`src/rtl/rsa_ahb_loader.sv`:
```
// AHB-Lite master that streams operands into the RSA modexp slave, runs it,
// and streams the result window back out. One non-pipelined transfer at a time.
//
// state       | meaning
// ------------+-------------------------------------------------------------
// IDLE        | waiting for cmd_start
// WR_MODE     | write latched mode word to MODE
// WR_MODN     | NWORDS modulus words from the source stream to MODN
// WR_NP       | one nprime0 word from the source stream to NP
// WR_PCAL     | kick parameter calculation
// POLL        | read BUSY until bit0 clears (timeout guarded)
// WR_E        | NWORDS exponent words to E
// WR_MSG      | NWORDS message words to MSG
// WR_START    | kick the exponentiation
// WAIT_INTR   | wait for rsa_intr (timeout guarded)
// RD_RES      | read result window, one word per result handshake
// WR_CLR      | clear the slave interrupt
// DONE        | one-cycle completion pulse
module rsa_ahb_loader #(
   parameter int          NWORDS   = 32,
   parameter logic [31:0] RSA_BASE = 32'h2002_0000,
   parameter int          TIMEOUT  = 65535
) (
   input  logic        hclk,
   input  logic        hrst_b,
   input  logic        cmd_start,
   input  logic [4:0]  cmd_mode,
   input  logic        src_valid,
   input  logic [31:0] src_data,
   output logic        src_ready,
   output logic        res_valid,
   output logic [31:0] res_data,
   input  logic        res_ready,
   output logic [31:0] m_haddr,
   output logic [1:0]  m_htrans,
   output logic        m_hwrite,
   output logic [2:0]  m_hsize,
   output logic [31:0] m_hwdata,
   input  logic [31:0] m_hrdata,
   input  logic        m_hready,
   input  logic [1:0]  m_hresp,
   input  logic        rsa_intr,
   output logic        busy,
   output logic        done,
   output logic        err
);

   typedef enum logic [3:0] {
      S_IDLE, S_WR_MODE, S_WR_MODN, S_WR_NP, S_WR_PCAL, S_POLL, S_WR_E,
      S_WR_MSG, S_WR_START, S_WAIT_INTR, S_RD_RES, S_WR_CLR, S_DONE
   } state_t;

   typedef enum logic [1:0] {B_FREE, B_ADDR, B_DATA} bus_t;

   localparam int             TW       = (TIMEOUT < 2) ? 1 : $clog2(TIMEOUT + 1);
   localparam logic [TW-1:0]  TMO_LOAD = TW'(TIMEOUT - 1);
   localparam logic [5:0]     LAST     = 6'(NWORDS - 1);
   localparam logic [1:0]     HT_IDLE  = 2'b00;
   localparam logic [1:0]     HT_NSEQ  = 2'b10;

   state_t         state;
   bus_t           bus;
   logic [5:0]     cnt;
   logic [TW-1:0]  tmo;
   logic [4:0]     mode_q;
   logic           resp_err;

   logic           operand_st;
   logic           xfer_st;
   logic           can_issue;
   logic           xfer_done;
   logic           xfer_bad;
   logic           xfer_ok;
   logic [11:0]    off_nxt;
   logic           wr_nxt;
   logic [31:0]    wdata_nxt;

   assign operand_st = (state == S_WR_MODN) || (state == S_WR_NP) ||
                       (state == S_WR_E)    || (state == S_WR_MSG);
   assign xfer_st    = operand_st || (state == S_WR_MODE) || (state == S_WR_PCAL) ||
                       (state == S_POLL) || (state == S_WR_START) ||
                       (state == S_RD_RES) || (state == S_WR_CLR);
   assign src_ready  = operand_st && (bus == B_FREE);

   // A pending result word blocks both the next result read and the final CLR.
   assign can_issue  = xfer_st && (bus == B_FREE) &&
                       (operand_st ? src_valid :
                        ((state == S_RD_RES) || (state == S_WR_CLR)) ? !res_valid : 1'b1);
   assign xfer_done  = (bus == B_DATA) && m_hready;
   assign xfer_bad   = xfer_done && ((m_hresp == 2'b01) || resp_err);
   assign xfer_ok    = xfer_done && !xfer_bad;

   assign m_hsize    = 3'b010;
   assign busy       = (state != S_IDLE);
   assign done       = (state == S_DONE);

   always_comb begin
      off_nxt   = 12'h000;
      wr_nxt    = 1'b1;
      wdata_nxt = 32'h0;
      case (state)
         S_WR_MODE:  begin off_nxt = 12'h020; wdata_nxt = {27'b0, mode_q}; end
         S_WR_MODN:  begin off_nxt = 12'h004; wdata_nxt = src_data; end
         S_WR_NP:    begin off_nxt = 12'h00C; wdata_nxt = src_data; end
         S_WR_PCAL:  off_nxt = 12'h014;
         S_POLL:     begin off_nxt = 12'h024; wr_nxt = 1'b0; end
         S_WR_E:     begin off_nxt = 12'h008; wdata_nxt = src_data; end
         S_WR_MSG:   begin off_nxt = 12'h000; wdata_nxt = src_data; end
         S_WR_START: off_nxt = 12'h010;
         S_RD_RES:   begin off_nxt = 12'hC00 + {4'b0, cnt, 2'b00}; wr_nxt = 1'b0; end
         S_WR_CLR:   off_nxt = 12'h01C;
         default:    off_nxt = 12'h000;
      endcase
   end

   always_ff @(posedge hclk or negedge hrst_b) begin
      if (!hrst_b) begin
         state     <= S_IDLE;
         bus       <= B_FREE;
         cnt       <= 6'd0;
         tmo       <= '0;
         mode_q    <= 5'd0;
         resp_err  <= 1'b0;
         m_htrans  <= HT_IDLE;
         m_haddr   <= 32'h0;
         m_hwrite  <= 1'b0;
         m_hwdata  <= 32'h0;
         res_valid <= 1'b0;
         res_data  <= 32'h0;
         err       <= 1'b0;
      end else begin
         if (res_valid && res_ready)
            res_valid <= 1'b0;

         if (can_issue) begin
            bus      <= B_ADDR;
            m_htrans <= HT_NSEQ;
            m_haddr  <= RSA_BASE + {20'b0, off_nxt};
            m_hwrite <= wr_nxt;
            m_hwdata <= wdata_nxt;
         end else if (bus == B_ADDR) begin
            bus      <= B_DATA;
            m_htrans <= HT_IDLE;
         end else if (bus == B_DATA) begin
            if (m_hready) begin
               bus      <= B_FREE;
               resp_err <= 1'b0;
            end else if (m_hresp == 2'b01) begin
               resp_err <= 1'b1;
            end
         end

         case (state)
            S_IDLE:
               if (cmd_start) begin
                  state  <= S_WR_MODE;
                  mode_q <= cmd_mode;
                  err    <= 1'b0;
               end
            S_WR_MODE:
               if (xfer_ok) begin state <= S_WR_MODN; cnt <= 6'd0; end
            S_WR_MODN:
               if (xfer_ok) begin
                  if (cnt == LAST) begin state <= S_WR_NP; cnt <= 6'd0; end
                  else cnt <= cnt + 6'd1;
               end
            S_WR_NP:
               if (xfer_ok) state <= S_WR_PCAL;
            S_WR_PCAL:
               if (xfer_ok) begin state <= S_POLL; tmo <= TMO_LOAD; end
            S_POLL:
               if (xfer_ok && !m_hrdata[0]) begin
                  state <= S_WR_E;
                  cnt   <= 6'd0;
               end else if (tmo == '0) begin
                  state    <= S_IDLE;
                  err      <= 1'b1;
                  bus      <= B_FREE;
                  m_htrans <= HT_IDLE;
                  resp_err <= 1'b0;
               end else begin
                  tmo <= tmo - 1'b1;
               end
            S_WR_E:
               if (xfer_ok) begin
                  if (cnt == LAST) begin state <= S_WR_MSG; cnt <= 6'd0; end
                  else cnt <= cnt + 6'd1;
               end
            S_WR_MSG:
               if (xfer_ok) begin
                  if (cnt == LAST) begin state <= S_WR_START; cnt <= 6'd0; end
                  else cnt <= cnt + 6'd1;
               end
            S_WR_START:
               if (xfer_ok) begin state <= S_WAIT_INTR; tmo <= TMO_LOAD; end
            S_WAIT_INTR:
               if (rsa_intr) begin
                  state <= S_RD_RES;
                  cnt   <= 6'd0;
               end else if (tmo == '0) begin
                  state <= S_IDLE;
                  err   <= 1'b1;
               end else begin
                  tmo <= tmo - 1'b1;
               end
            S_RD_RES:
               if (xfer_ok) begin
                  res_data  <= m_hrdata;
                  res_valid <= 1'b1;
                  if (cnt == LAST) begin state <= S_WR_CLR; cnt <= 6'd0; end
                  else cnt <= cnt + 6'd1;
               end
            S_WR_CLR:
               if (xfer_ok) state <= S_DONE;
            S_DONE:
               state <= S_IDLE;
            default:
               state <= S_IDLE;
         endcase

         // A bus error in any data phase abandons the run without further transfers.
         if (xfer_bad) begin
            state <= S_IDLE;
            err   <= 1'b1;
         end
      end
   end

endmodule
```
`config.mk`:
```
export PLATFORM = sky130hd
export DESIGN_NAME = rsa_ahb_loader
export DESIGN_NICKNAME = d
export VERILOG_FILES = /design/src/rtl/rsa_ahb_loader.sv
export SDC_FILE = /design/constraint.sdc
export NUM_CORES = 1
export LEC_CHECK = 0
export ABC_CLOCK_PERIOD_IN_PS = 7000
export BUFFER_PORTS_ARGS = -buffer_cell sky130_fd_sc_hd__clkbuf_2
export CAP_MARGIN = 20
export CORE_UTILIZATION = 54
export CTS_CLUSTER_DIAMETER = 60
export DETAILED_ROUTE_END_ITERATION = 12
export PLACE_DENSITY = 0.86
export SYNTH_ARGS = -nofsm -noshare
export SYNTH_HDL_FRONTEND = slang
export SYNTH_SLANG_ARGS = --single-unit
```
`constraint.sdc`:
```
create_clock -name hclk -period 7 [get_ports hclk]
set_input_delay 0.35 -clock hclk [delete_from_list [all_inputs] [get_ports hclk]]
set_output_delay 0.35 -clock hclk [all_outputs]
set_load 0.02 [all_outputs]
```
== Word-level counts from Yosys, hierarchy flattened ==
Index checks and enable logic that the tools add are counted.

* $add $sub $neg: 4
* Equal/unequal tests: 39
* Muxes and demuxes: 64
* Reduce and logical (&&, ||, !) cells: 39

{| class="wikitable"
|+ Operators by type and width
! cell !! number
|-
| 12-bit case mux with 9 select lines || 1
|-
| 4-bit 2-to-1 mux || 18
|-
| 16-bit 2-to-1 mux || 4
|-
| 32-bit case mux with 2 select lines || 1
|-
| 16-bit case mux with 3 select lines || 1
|-
| 4-bit case mux with 12 select lines || 1
|-
| 3-bit inequality test (second input constant) || 12
|-
| 30-bit by 12-bit adder with 31-bit output (first input constant) || 1
|-
| 6-bit 2-to-1 mux || 5
|-
| 2-bit 2-to-1 mux || 12
|-
| 6-bit case mux with 4 select lines || 1
|-
| 4-bit == test (second input constant) || 5
|-
| 1-bit 2-to-1 mux || 19
|-
| 4-bit by 3-bit == test with 1-bit output (second input constant) || 4
|-
| 16-bit zero test || 1
|-
| 16-bit by 1-bit subtractor with 16-bit output (second input constant) || 1
|-
| 14-bit AND reduction || 1
|-
| 11-bit by 9-bit adder with 12-bit output (first input constant) || 1
|-
| 3-bit by 2-bit inequality test with 1-bit output (second input constant) || 4
|-
| 4-bit nonzero test || 3
|-
| 1-bit logical OR || 11
|-
| 4-bit by 2-bit == test with 1-bit output (second input constant) || 2
|-
| 1-bit logical AND || 8
|-
| 2-bit inequality test (second input constant) || 4
|-
| other kinds (16) || 25
|}

* Register bits: 135
* Input port bits: 78
* Output and inout port bits: 107
* Logic and storage cells: 159

== Logic depth before layout (Yosys ltp) ==
Gate-level depths: netlist (run 1).

* Depth after elaboration: 16
* Mapped depth: 9
* Depth with buffers taken out: 7

== Least setup slack after synthesis (run 1) ==
No wires, ideal clock.

* Path kind: reg-to-reg
* Start point: register tmo[11]
* End point: register state[2]
* Setup time: 121 ps
* Arrival time: 2333 ps
* Required time: 6879 ps
* Setup slack: 4546 ps
* Stages on the path, launching flop included: 8
* Path buffers: 1
* Clock period less this slack: 2454 ps
* Path through: dfrtp_1 > or4_1 > or3_4 > or4_1 > buf_2 > a221oi_2 > nand2_1 > a22o_1

* Cells in the longest elaborated chain, start to end: 5
* Elaborated cells between the ends (all ways): 6
* Classes of those cells: mux: 5; reduce/logical: 1

{| class="wikitable"
|+ RTL lines
! what !! line !! RTL
|-
| start, declared || 64 || <nowiki>logic [TW-1:0] tmo;</nowiki>
|-
| start signal, assigned || 182 || <nowiki>tmo <= tmo - 1'b1;</nowiki>
|-
| start signal, assigned || 204 || <nowiki>tmo <= tmo - 1'b1;</nowiki>
|-
| 16-bit zero test (*) || 175, 200 ||
|-
| 4-bit 2-to-1 mux (*) || n/a ||
|-
| 4-bit 2-to-1 mux, on equally long branches || n/a ||
|-
| 4-bit case mux with 12 select lines (*) || n/a ||
|-
| 4-bit 2-to-1 mux (*) || n/a ||
|-
| end signal, assigned || 118 || <nowiki>state <= S_IDLE;</nowiki>
|-
| end signal, assigned || 156 || <nowiki>state <= S_WR_MODE;</nowiki>
|-
| end signal, assigned || 161 || <nowiki>if (xfer_ok) begin state <= S_WR_MODN; cnt <= 6'd0; end</nowiki>
|-
| end, declared || 61 || <nowiki>state_t state;</nowiki>
|}

Mark *: on every way between the ends. The rest lies on a longest branch, timed or not.
A chain may end at the register's enable or synchronous reset.

== Worst setup path after layout (run 1) ==
* Start point: register tmo[11]
* End point: register m_htrans[1]

* Cells in the longest elaborated chain, start to end: 4

{| class="wikitable"
|+ RTL lines
! what !! line !! RTL
|-
| 16-bit zero test || 175 || <nowiki>end else if (tmo == '0) begin</nowiki>
|-
| 2-bit 2-to-1 mux || 175 ||
|-
| 2-bit 2-to-1 mux || 172 || <nowiki>if (xfer_ok && !m_hrdata[0]) begin</nowiki>
|-
| 2-bit 2-to-1 mux || 153 || <nowiki>case (state)</nowiki>
|-
| end signal, assigned || 137 || <nowiki>m_htrans <= HT_NSEQ;</nowiki>
|-
| end signal, assigned || 143 || <nowiki>m_htrans <= HT_IDLE;</nowiki>
|-
| end signal, assigned || 179 || <nowiki>m_htrans <= HT_IDLE;</nowiki>
|-
| end, declared || 35 || <nowiki>output logic [1:0] m_htrans,</nowiki>
|}

No other way between the ends.

==> flow_metrics.py, run 1 <==
metrics = {
    "sta": {
        "finalSetupTns_ns": 0,
        "rsz0062_at_grt": "false",
        "slew_violations": 0,
        "max-slew-margin-rel": 0.326,
        "worstMarginPinSlew_ns": 1.01,
        "finalSetupViolations": 0,
        "finalCritPeriodShare": 0.396,
        "period_minus_slack_ns": 2.77,
        "max_freq_mhz": 361,
        "finalClockSkew_ns": 0.00962,
        "final_hold_viol_count": 0,
    },
    "final_layout": {
        "nNetsFinal": 740,
        "fin_area_sq_um": 6190,
        "final_common_cell": "clkbuf_2",
        "diodes": 0,
        "layout-drive-gt1-share": 0.355,
        "finalNonFillerCells": 794,
        "final_cell_mix": "clkbuf_2, dfrtp_1, nand2_1, o21ai_0, mux2_2",
        "area_growth_syn_to_layout_pct": 19.5,
    },
    "pwr": {
        "p_leak_nw": 3.13,
        "ir_drop_uv": 229,
        "p_per_area_nw_per_um2": 364,
        "power_mw": 2.25,
    },
    "global_routing": {
        "gr-total-overflow": 0,
        "antenna_found_initial": 0,
        "grt_first_pass_wirelength_mm": 19.1,
        "grt_usage": 0.240,
        "grt_max_degree": 82,
        "grt_pass1_vias": 4174,
    },
    "clocking": {
        "cts_tree": "yes",
        "cts_sinks": 111,
        "clk_pin_slew_ns": 0.11,
        "cts_resized": 0,
        "cts-root-buf": "clkbuf_8",
        "htreeDepth": 3,
        "ctsHoldBuffers": 1,
        "clk_latency_ns": 0.38,
        "postCtsSetupBuffers": 0,
        "cts_buffers": 9,
        "clockBufferDepth": 2,
    },
    "die": {
        "start_util": 0.558,
        "ios": 185,
        "die_x_um": 100,
        "die_area_sq_um": 10000,
        "rows": 35,
        "coreArea_sq_um": 9280,
        "fp.dieH_um": 100,
    },
    "worst_hold_path": {
        "worstHoldStart": "res_ready",
        "min-delay-path-class": "in -> reg",
        "hold_depth": 2,
        "min_to": "res_valid",
    },
    "placed_design": {
        "place.gp.congestion": 0.951,
        "dpl.hpwl_mm": 8.68,
        "port_buffers": 159,
        "place_area_sq_um": 5970,
        "dp_cells": 777,
    },
    "logic_synthesis": {
        "synth-seq-cells": 111,
        "syn_inst": 513,
        "synth_top_flop_cell": "dfrtp_1",
        "syn-cell-area_sq_um": 5180,
        "ys_warn_count": 0,
        "synth_async_sr_flop_share": 1.00,
        "synth_edf_count": 0,
        "yosysSeqAreaShare": 0.536,
        "synth_cell_types": 56,
        "synth_area_per_cell_sq_um": 10.1,
    },
    "critical_path": {
        "critPathCaptureType": "flip-flop",
        "rrSetupSlack_ns": 4.23,
        "r2r-start": "tmo[11]",
        "crit_arrival_ns": 3.01,
        "reg2reg_depth": 5,
        "r2r-end": "m_htrans[1]",
        "cp_max_fo": 6,
        "cp.required_ns": 7.23,
        "crit_type": "reg -> reg",
        "startpoint_type": "flip-flop",
    },
    "flow_run": {
        "timing.max_cap.violations": 0,
    },
    "drt": {
        "dr.pass1.iters": 4,
        "drc_errors": 0,
        "first_iter_violations": 352,
        "vias_per_cell": 5.38,
        "ant_nets": 0,
        "vias": 4271,
        "finalWirelength_mm": 11.8,
        "wl_per_cell_um": 14.9,
    },
    "run_status": {
        "status": "completed",
    },
}
[registers in the layout, indices dropped and copies added, names as in the netlist]
name / count
resp_err: 1
m_haddr: 8
res_data: 32
m_hwdata: 32
cnt: 6
res_valid: 1
state: 4
m_htrans: 2
mode_q: 5
bus: 2
tmo: 16
m_hwrite: 1
err: 1
[cell families (layout without fill, tap and decap cells)]
| kind of cell | Yosys count | after routing | share of synthesized area |
|---|---|---|---|
| other | 2 | 25 | 0.00145 |
| AOI/OAI and AO/OA | 112 | 112 | 0.134 |
| muxes | 39 | 39 | 0.0845 |
| and+or+nand+nor | 185 | 185 | 0.169 |
| xor gates and xnor gates | 3 | 3 | 0.00507 |
| adders and majority gates | 2 | 2 | 0.00483 |
| buffers and inverters | 59 | 188 | 0.0649 |
| DFF | 111 | 111 | 0.536 |
[layout make-up]
cell class	instances	area [sq um]
clock buffer	10	138
clock inverter	6	77.6
fill	749	3090
inverter	8	30.0
multi-input combinational	366	2160
sequential	111	2780
tap	129	161
timing repair buffer	164	846
[cells in the mapped netlist (7+ instances only)]
library cell  instances  area, sq um
o21ai_0              62          310
clkbuf_1             20         75.1
inv_1                 8         30.0
nor2b_1               8         50.1
a21oi_1              12         60.1
nand3_1              14         70.1
nand2_1              94          353
mux2_2               38          428
dfrtp_1             111         2780
buf_4                28          210
nor3_1                7         35.0
nor2_1               23         86.3
[worst max-delay path by stage]
stage             start          end  slack [ns]  depth (start not counted)
6_report        tmo[11]  m_htrans[1]        4.23                          5
5_1_grt        state[2]      tmo[12]        4.06                          6
4_1_cts        state[3]      tmo[12]        4.25                          6
3_5_place_dp    tmo[11]  m_htrans[1]        4.26                          5
3_3_place_gp    tmo[11]  m_htrans[1]        4.41                          5
2_1_floorplan   tmo[11]     state[2]        4.55                          7
[worst max-delay path: stages, from the launching register on]
cell      delay (ns)
dfrtp_1         0.44
or4_1           0.54
or3_4           0.36
or4_1           0.61
nor3_1          0.57
a211oi_1        0.10
[through the flow]
step	hold slack, ns	utilization	setup WS, ns
2_1_floorplan	0.0544	-	4.55
3_3_place_gp	0.370	0.641	4.41
3_5_place_dp	0.380	0.643	4.26
4_1_cts	0.128	0.667	4.25
5_1_grt	0.168	0.667	4.06
6_report	0.143	0.667	4.23
[layer usage]
layer / GRT usage / part of all wire / vias up
li1: - / - / 2027
met1: 0.278 / 0.40 / 2033
met2: 0.424 / 0.50 / 187
met3: 0.0689 / 0.075 / 24
met4: 0.0903 / 0.020 / 0
met5: 0 / 0 / -
[power by group]
part	total, mW	internal, mW	switching, mW
Combinational	0.887	0.319	0.568
Clock	0.406	0.182	0.225
Sequential	0.960	0.805	0.155
Total	2.25	1.31	0.947
No activity file was read; power rests on OpenSTA's default activity.
==> run 2: changes to the inputs <==
Settings changed: ABC_AREA from default to 1, ABC_CLOCK_PERIOD_IN_PS 7000 to 2400, CORE_UTILIZATION 54 to 47, PLACE_DENSITY 0.86 to 0.77.
Clock period 7 ns to 2.4 ns, I/O delays scaled along.
==> run 2 against run 1 <==
Global-route usage fell by 0.81 points. Clock skew decreased by 0.0023 ns. Clock power rose to 3.5 times the previous value. Area after synthesis is 15% higher. Synthesized cell count grew 62%. Flip-flop and latch count unchanged. Utilization is 6.1 points lower. Worst setup slack lost 4.1 ns. First-iteration DRC count rose by 45%. Routed wire length increased by 24%. Critical endpoint is now src_ready.
==> flow_metrics.py, run 2 <==
metrics = {
    "die": {
        "rows": 40,
        "die_area_sq_um": 13100,
        "coreArea_sq_um": 12200,
        "start_util": 0.488,
        "ios": 185,
        "die_x_um": 115,
        "fp.dieH_um": 115,
    },
    "clocking": {
        "clockBufferDepth": 2,
        "cts_sinks": 111,
        "cts_buffers": 9,
        "clk_latency_ns": 0.36,
        "clk_pin_slew_ns": 0.07,
        "cts-root-buf": "clkbuf_16",
        "htreeDepth": 3,
        "cts_tree": "yes",
    },
    "drt": {
        "first_iter_violations": 510,
        "vias": 5679,
        "dr.pass1.iters": 7,
        "drc_errors": 0,
        "finalWirelength_mm": 14.6,
        "wl_per_cell_um": 12.3,
        "ant_nets": 0,
        "vias_per_cell": 4.79,
    },
    "logic_synthesis": {
        "syn-cell-area_sq_um": 5960,
        "yosysMostFrequentCell": "nand2_1",
        "synth_top_area_frac": 0.466,
        "synth_area_per_cell_sq_um": 7.19,
        "syn_inst": 829,
        "yosysSeqAreaShare": 0.466,
        "synth.area.top_cells": "dfrtp_1, nand2_1, nand3_1",
        "yosysTopAreaCell": "dfrtp_1",
        "synth-seq-cells": 111,
        "synth_cell_types": 34,
        "ys_warn_count": 0,
        "synth_top_flop_cell": "dfrtp_1",
        "synth_async_sr_flop_share": 1.00,
        "synthTopCellsByCount": "nand2_1, dfrtp_1, nand3_1",
        "synth_edf_count": 0,
    },
    "sta": {
        "max_freq_mhz": 448,
        "final_hold_viol_count": 0,
        "finalSetupViolations": 0,
        "slew_violations": 0,
        "rsz0062_at_grt": "false",
        "period_minus_slack_ns": 2.23,
        "finalSetupTns_ns": 0,
        "max-slew-margin-rel": 0.603,
        "finalCritPeriodShare": 0.930,
        "worstMarginPinSlew_ns": 0.596,
        "finalClockSkew_ns": 0.00732,
    },
    "global_routing": {
        "gr-total-overflow": 0,
        "grt_max_degree": 112,
        "grt_usage": 0.232,
        "grt_pass1_vias": 5178,
        "grt_first_pass_wirelength_mm": 24.1,
        "antenna_found_initial": 0,
    },
    "final_layout": {
        "reg_top3": "m_hwdata: 32 flops, res_data: 32 flops, tmo: 16 flops",
        "nNetsFinal": 1091,
        "fin_util": 0.606,
        "layout-drive-gt1-share": 0.212,
        "area_growth_syn_to_layout_pct": 24.2,
        "final_common_cell": "nand2_1",
        "final_cell_mix": "nand2_1, clkbuf_2, dfrtp_1, nand3_1, nor2_1",
        "nFillCells": 1102,
    },
    "placed_design": {
        "dpl.hpwl_mm": 9.71,
        "place.gp.congestion": 0.934,
        "port_buffers": 159,
    },
    "worst_hold_path": {
        "min-delay-path-class": "in -> reg",
    },
    "critical_path": {
        "crit_arrival_ns": 2.11,
        "cpPeakStageDelay_ns": 0.48,
        "cp_max_fo": 28,
        "rrSetupSlack_ns": 0.34,
        "startpoint_type": "flip-flop",
        "critPathCaptureType": "output port",
        "crit_type": "reg -> out",
        "path_cells": "nor2_2 > nand2_1 > nand2_2 > inv_4 > nor3_1 > clkbuf_2",
        "cp.required_ns": 2.28,
        "cp_slowest_cell": "dfrtp_1",
    },
    "flow_run": {
        "timing.max_cap.violations": 0,
    },
    "pwr": {
        "p_seq_frac": 0.357,
        "p_per_area_nw_per_um2": 1050,
        "p_clk_frac": 0.184,
        "power_switching_mw": 3.53,
        "switching_share": 0.455,
        "p_leak_nw": 4.36,
        "internal_power_mw": 4.24,
        "comb_power_share": 0.459,
        "ir_drop_uv": 570,
    },
    "run_status": {
        "status": "completed",
    },
}
-- run 2: cell types whose count changed in the layout (fill, tap and decap cells not counted), moves of 7 or more --
| cell | change |
|---|---|
| mux2_2 | -37 |
| o21ai_0 | -48 |
| clkbuf_8 | -10 |
| nor2b_1 | -8 |
| nor2_1 | +64 |
| clkbuf_16 | +9 |
| inv_1 | +61 |
| nand2_1 | +244 |
| inv_2 | +7 |
| dlygate4sd3_1 | +33 |
| nand3_1 | +77 |
-- run 2: through the flow --
stage	instance area [sq um]	worst slack (ns)	hold WS [ns]	power, mW	cells
finish	7410	0.167	0.0119	7.77	1185
global placement	6780	0.462	0.250	6.25	1134
floorplan	6050	0.624	-0.176	5.44	852
detailed placement	6780	0.437	0.252	6.30	1134
global route	7400	0.0635	0.0229	8.46	1184
CTS	7400	0.117	0.00196	7.80	1184
-- run 2: power by group through the flow --
stage,Clock [mW],Combinational (mW),Sequential [mW]
6_report,1.43,3.56,2.77
2_1_floorplan,0,2.45,3.00
4_1_cts,1.47,3.56,2.76
3_5_place_dp,0,3.51,2.79
3_3_place_gp,0,3.46,2.79
5_1_grt,1.55,4.08,2.83
-- run 2: timing repair --
item / CTS / global route
gates resized for setup: 0 / 2
setup endpoints to repair: 0 / 1
hold endpoints to repair: 144 / 0
setup buffers: 0 / 0
hold buffers: 34 / 0
-- run 2: logic make-up after synthesis --
logic type,Yosys count,synth area share
and+or+nand+nor,552,0.391
other,2,0.00126
muxes,1,0.00189
DFF,111,0.466
xor gates and xnor gates,1,0.00147
adders and majority gates,2,0.00420
AOI/OAI and AO/OA,30,0.0269
buffers and inverters,130,0.107
-- run 2: final timing paths --
| path | startpoint | to | cells past startpoint |
|---|---|---|---|
| worst max-delay path | state[2] | src_ready | 6 |
| worst min-delay path | cmd_mode[1] | mode_q[1] | 3 |
| worst max register to register | state[2] | m_hwdata[9] | 8 |
| worst min register to register | res_data[13] | res_data[13] | 2 |
| max in group asynchronous | hrst_b | m_hwdata[25] | 3 |
| min in group asynchronous | hrst_b | res_data[29] | 3 |
-- run 2: critical path, delay by kind of cell (launching register included) --
kind / cells / cell delay [ns]
DFF: 1 / 0.48
and+or+nand+nor: 4 / 0.90
buffers and inverters: 2 / 0.38
-- run 2: area by class of cell --
cell class | count | area, sq um | share of cell area
Sequential cell | 111 | 2780 | 0.375
Multi-Input combinational cell | 611 | 2630 | 0.355
Timing Repair Buffer | 201 | 1210 | 0.164
Inverter | 77 | 292 | 0.0394
Clock buffer | 10 | 229 | 0.0309
Tap cell | 168 | 210 | 0.0284
Clock inverter | 6 | 51.3 | 0.00693
Antenna cell | 1 | 2.50 | 0.000338
-- run 2: routing by layer --
layer	track usage	routed length (um)	vias to the layer above
met5	0	0	-
met4	0.0961	246	0
met3	0.0508	1020	24
met2	0.372	6850	215
met1	0.306	6500	2574
li1	-	-	2866
